===== src/rtl/fir_pkg.sv =====
// Shared FIR datapath definitions: default sample width, default tap count
// and the signed sample type.
package fir_pkg;

   localparam int SAMPLE_W = 16;
   localparam int TAPS     = 8;

   typedef logic signed [SAMPLE_W-1:0] sample_t;

endpackage : fir_pkg


===== src/rtl/fir_tap_reg.sv =====
// One delay-line stage: N-bit sample plus its valid flag, loaded on shift,
// cleared by reset or flush.
module fir_tap_reg
   import fir_pkg::*;
#(
   parameter int N = SAMPLE_W
) (
   input  logic         clk,
   input  logic         rst,
   input  logic         clr,
   input  logic         shift,
   input  logic [N-1:0] d,
   input  logic         vin,
   output logic [N-1:0] q,
   output logic         v
);

   always_ff @(posedge clk) begin
      if (rst || clr) begin
         q <= '0;
         v <= 1'b0;
      end else if (shift) begin
         q <= d;
         v <= vin;
      end
   end

endmodule : fir_tap_reg


===== src/rtl/fir_delay_line.sv =====
// Parametrised FIR tap delay line: DEPTH stages shifted on each accepted
// sample, with fill counter, primed flag and the sample leaving the window.
module fir_delay_line
   import fir_pkg::*;
#(
   parameter int N     = SAMPLE_W,
   parameter int DEPTH = TAPS,
   parameter int CW    = $clog2(DEPTH + 1)
) (
   input  logic             CLK,
   input  logic             rst,
   input  logic             in_valid,
   input  logic [N-1:0]     in_data,
   input  logic             hold,
   input  logic             flush,
   output logic             in_ready,
   output logic [DEPTH*N-1:0] taps,
   output logic [DEPTH-1:0] tap_valid,
   output logic [CW-1:0]    count,
   output logic             primed,
   output logic             out_valid,
   output logic [N-1:0]     out_data
);

   logic           accept;
   logic [N-1:0]   q [DEPTH];
   logic [DEPTH-1:0] v;

   assign in_ready = !hold;
   assign accept   = in_valid && !hold && !flush;

   for (genvar k = 0; k < DEPTH; k++) begin : g_tap
      logic [N-1:0] d;
      logic         vin;

      if (k == 0) begin : g_head
         assign d   = in_data;
         assign vin = 1'b1;
      end else begin : g_body
         assign d   = q[k-1];
         assign vin = v[k-1];
      end

      fir_tap_reg #(.N(N)) u_tap (
         .clk   (CLK),
         .rst   (rst),
         .clr   (flush),
         .shift (accept),
         .d     (d),
         .vin   (vin),
         .q     (q[k]),
         .v     (v[k])
      );

      assign taps[k*N +: N] = q[k];
   end

   assign tap_valid = v;

   // primed is set on the accept that brings count to DEPTH; out_data captures
   // the old last tap, which the same edge overwrites in the chain.
   always_ff @(posedge CLK) begin
      if (rst || flush) begin
         count     <= '0;
         primed    <= 1'b0;
         out_valid <= 1'b0;
         out_data  <= '0;
      end else begin
         out_valid <= accept && primed;
         if (accept) begin
            if (count != CW'(DEPTH))
               count <= count + CW'(1);
            if (count >= CW'(DEPTH - 1))
               primed <= 1'b1;
            if (primed)
               out_data <= q[DEPTH-1];
         end
      end
   end

endmodule : fir_delay_line


===== config.mk =====
export PLATFORM = sky130hd
export DESIGN_NAME = fir_delay_line
export DESIGN_NICKNAME = d
export VERILOG_FILES = /design/src/rtl/fir_pkg.sv /design/src/rtl/fir_tap_reg.sv /design/src/rtl/fir_delay_line.sv
export SDC_FILE = /design/constraint.sdc
export NUM_CORES = 1
export LEC_CHECK = 0
export ABC_CLOCK_PERIOD_IN_PS = 1380
export CAP_MARGIN = 20
export CORE_ASPECT_RATIO = 1.25
export CORE_MARGIN = 2
export CORE_UTILIZATION = 41
export DETAILED_ROUTE_END_ITERATION = 6
export PLACE_DENSITY = 0.79
export SYNTH_ARGS = -nofsm -noshare
export SYNTH_HDL_FRONTEND = slang
export SYNTH_SLANG_ARGS = --single-unit

===== constraint.sdc =====
create_clock -name CLK -period 1.38 [get_ports CLK]
set_input_delay 0.345 -clock CLK [delete_from_list [all_inputs] [get_ports CLK]]
set_output_delay 0.345 -clock CLK [all_outputs]
set_load 0.02 [all_outputs]

==> results.sh <==
export IMPL_fp_dieH_microns=133.8
export IMPL_whs_path_depth=2
export IMPL_htreeDepth=4
export IMPL_portBuffers=179
export IMPL_fmax_ghz=0.7254
export IMPL_grt_pass1_wl_mm=24.14
export IMPL_tightest_slew_ns=0.4358
export IMPL_finalMaxSlewViolations=0
export IMPL_start_util=0.4176
export IMPL_hold_path_endpoint="out_data[5]"
export IMPL_place_ws_ns=-0.5587
export IMPL_dp_cells=1050
export IMPL_async_flop_share=0
export IMPL_met1_usage=0.2734
export IMPL_synth_seq_area_share=0.5725
export IMPL_place_gp_congestion=0.7523
export IMPL_reg2reg_depth=5
export IMPL_drtAntennaViolNets=0
export IMPL_die_w_microns=107.8
export IMPL_vdd_ir_drop_max_v=0.0008558
export IMPL_area_delta_synth_final_pct=40.42
export IMPL_synthCells=704
export IMPL_io_pins=180
export IMPL_startpoint_type="register"
export IMPL_hold_class="reg -> reg"
export IMPL_fillerInstances=1266
export IMPL_grt_overflow=0
export IMPL_dieArea_sq_mm=0.01443
export IMPL_end_kind="register"
export IMPL_final_common_cell="nand2_1"
export IMPL_synth_warning_count=0
export IMPL_min_from="out_data[5]"
export IMPL_layout_drive_gt1_share=0.2898
export IMPL_synth_area_sq_mm=0.005525
export IMPL_finalSetupViolCount=0
export IMPL_met2_usage=0.3323
export IMPL_wl_per_cell_microns=13.89
export IMPL_vias=5184
export IMPL_syn_avg_cell_area_sq_um=7.848
export IMPL_dpl_cell_area_sq_mm=0.007839
export IMPL_worstPathRequired_ns=1.73
export IMPL_cts_made_buffers=17
export IMPL_leakage_nw=3.155
export IMPL_coreArea_sq_mm=0.01323
export IMPL_fin_ws_ns=0.001470
export IMPL_multi_input_area_sq_mm=0.002113
export IMPL_routed_wl_mm=15.12
export IMPL_dr_pass1_iters=5
export IMPL_final_cell_area_sq_mm=0.007759
export IMPL_clkSinkCount=158
export IMPL_reg2reg_from="count[1]"
export IMPL_rrSetupSlack_ns=0.001
export IMPL_layout_common_cells="nand2_1 (303), dfxtp_1 (156), a21oi_1 (155), buf_2 (150), buf_4 (49)"
export IMPL_post_drt_via_cell_ratio=4.760
export IMPL_dpl_hpwl_mm=10.18
export IMPL_cp_arrival_ns=1.72
export IMPL_clock_path_buffers=2
export IMPL_cts_clk_slew_worst_paths_ns=0.07
export IMPL_rows=47
export IMPL_ys_ff_latch=158
export IMPL_grt_pass1_vias=4782
export IMPL_rsz0062_at_grt="yes"
export IMPL_root_buffer="clkbuf_16"
export IMPL_synth_cell_types=23
export IMPL_final_nets=928
export IMPL_clkLatencyLatePin_ns=0.41
export IMPL_cp_max_fo=4
export IMPL_final_hold_viol_count=0
export IMPL_grt_usage=0.2118
export IMPL_use_met3=0.06851
export IMPL_post_route_period_util=0.9989
export IMPL_antenna_found_initial=0
export IMPL_fin_cells=1089
export IMPL_setup_worst_path_class="reg -> reg"
export IMPL_seq_area_sq_mm=0.003166
export IMPL_syn_nets=727
export IMPL_worst_clock_skew_ns=0.008697
export IMPL_min_period_ns=1.379
export IMPL_drtIter0Drc=268
export IMPL_top_usage_layer="met2"
export IMPL_p_per_area_mw_per_mm2=1201
export IMPL_status="completed"
export IMPL_drc=0
export IMPL_drv_cap=0
export IMPL_cts_tree="done"
export IMPL_grt_max_degree=60
export IMPL_synth_edff_count=0
export IMPL_slew_headroom=0.7095
export IMPL_synth_flop_cell="dfxtp_1"
export IMPL_cts_hold_fix_buffers=0
export IMPL_diodes=0
export IMPL_regToRegEndpoint="count[2]"
export IMPL_tns_ns=0
where the power goes:
| group | switching [mW] | leakage, nW | internal [mW] |
|---|---|---|---|
| Clock | 1.92 | 0.256 | 2.43 |
| Sequential | 0.00567 | 1.27 | 4.57 |
| Combinational | 0.226 | 1.63 | 0.163 |
cell type report:
| type | instances | share of cell area |
|---|---|---|
| sequential | 158 | 0.4080 |
| clock buffer | 19 | 0.05838 |
| inverter | 4 | 0.001935 |
| clock inverter | 13 | 0.01371 |
| multi-input combinational | 481 | 0.2724 |
| timing repair buffer | 243 | 0.2180 |
| tap | 171 | 0.02758 |
repair_timing:
action / 4_1_cts / 5_1_grt
pin swaps: 6 / 2
buffers inserted: 6 / 0
gates resized for setup: 598 / 48
endpoints found under the setup margin: 315 / 47
endpoints found under the hold margin: 0 / 0
gates cloned: 1 / 0
routing by layer:
| metal | share of wire | vias to the layer above |
|---|---|---|
| met3 | 0.069 | 17 |
| met4 | 0.016 | 0 |
| met5 | 0 | - |
| met1 | 0.43 | 2336 |
| li1 | - | 2669 |
| met2 | 0.48 | 162 |
flip-flops by register name, summed over array words and instances, names as in the netlist:
| name | count |
|---|---|
| g_tap.u_tap.v | 8 |
| count | 4 |
| out_valid | 1 |
| primed | 1 |
| g_tap.u_tap.q | 128 |
| out_data | 16 |
through the flow:
step / hold WS (ns) / total power, mW / util
after detailed placement: 0.4459 / 5.052 / 0.5924
after global placement: 0.4405 / 5.053 / 0.5924
after CTS: 0.4551 / 9.403 / 0.6054
after floorplan: 0.4367 / 4.861 / -
final: 0.4485 / 9.315 / 0.5864
after global routing: 0.4735 / 9.662 / 0.5864
cells by family (layout without fill, tap and decap cells):
family | count (synthesis) | in the layout | share of synthesized area
DFF | 158 | 158 | 0.5725
AOI/OAI and AO/OA | 161 | 161 | 0.1472
buffers and inverters | 65 | 279 | 0.05253
and+or+nand+nor | 318 | 318 | 0.2233
adders and majority gates | 2 | 2 | 0.004528
worst max-delay path, stage by stage (launching register included):
cell     delay, ns
dfxtp_2       0.36
inv_2         0.05
ha_4          0.14
and3b_2       0.22
or4_1         0.41
a21oi_1       0.13
Yosys cell counts, types with 2 or more instances:
cell / instances / share of area
a21oi_1: 155 / 0.14
inv_1: 4 / 0.0027
nor2_1: 5 / 0.0034
nand2_1: 303 / 0.21
buf_1: 3 / 0.0020
or3_1: 2 / 0.0023
dfxtp_1: 158 / 0.57
buf_2: 13 / 0.012
o21ai_0: 3 / 0.0027
buf_4: 8 / 0.011
clkbuf_1: 37 / 0.025
ha_1: 2 / 0.0045
how the worst max path moves through the flow:
stage	start	end	slack [ns]	cells after the start
2_1_floorplan	hold	count[2]	-0.1	4
3_3_place_gp	in_valid	count[2]	-0.52	4
3_5_place_dp	in_valid	g_tap[5].u_tap.q[3]	-0.56	5
4_1_cts	g_tap[4].u_tap.q[13]	taps[77]	0.0002	1
5_1_grt	count[0]	count[2]	-0.04	5
6_report	count[1]	count[2]	0.001	5
Power figures use the tool's default switching activity.
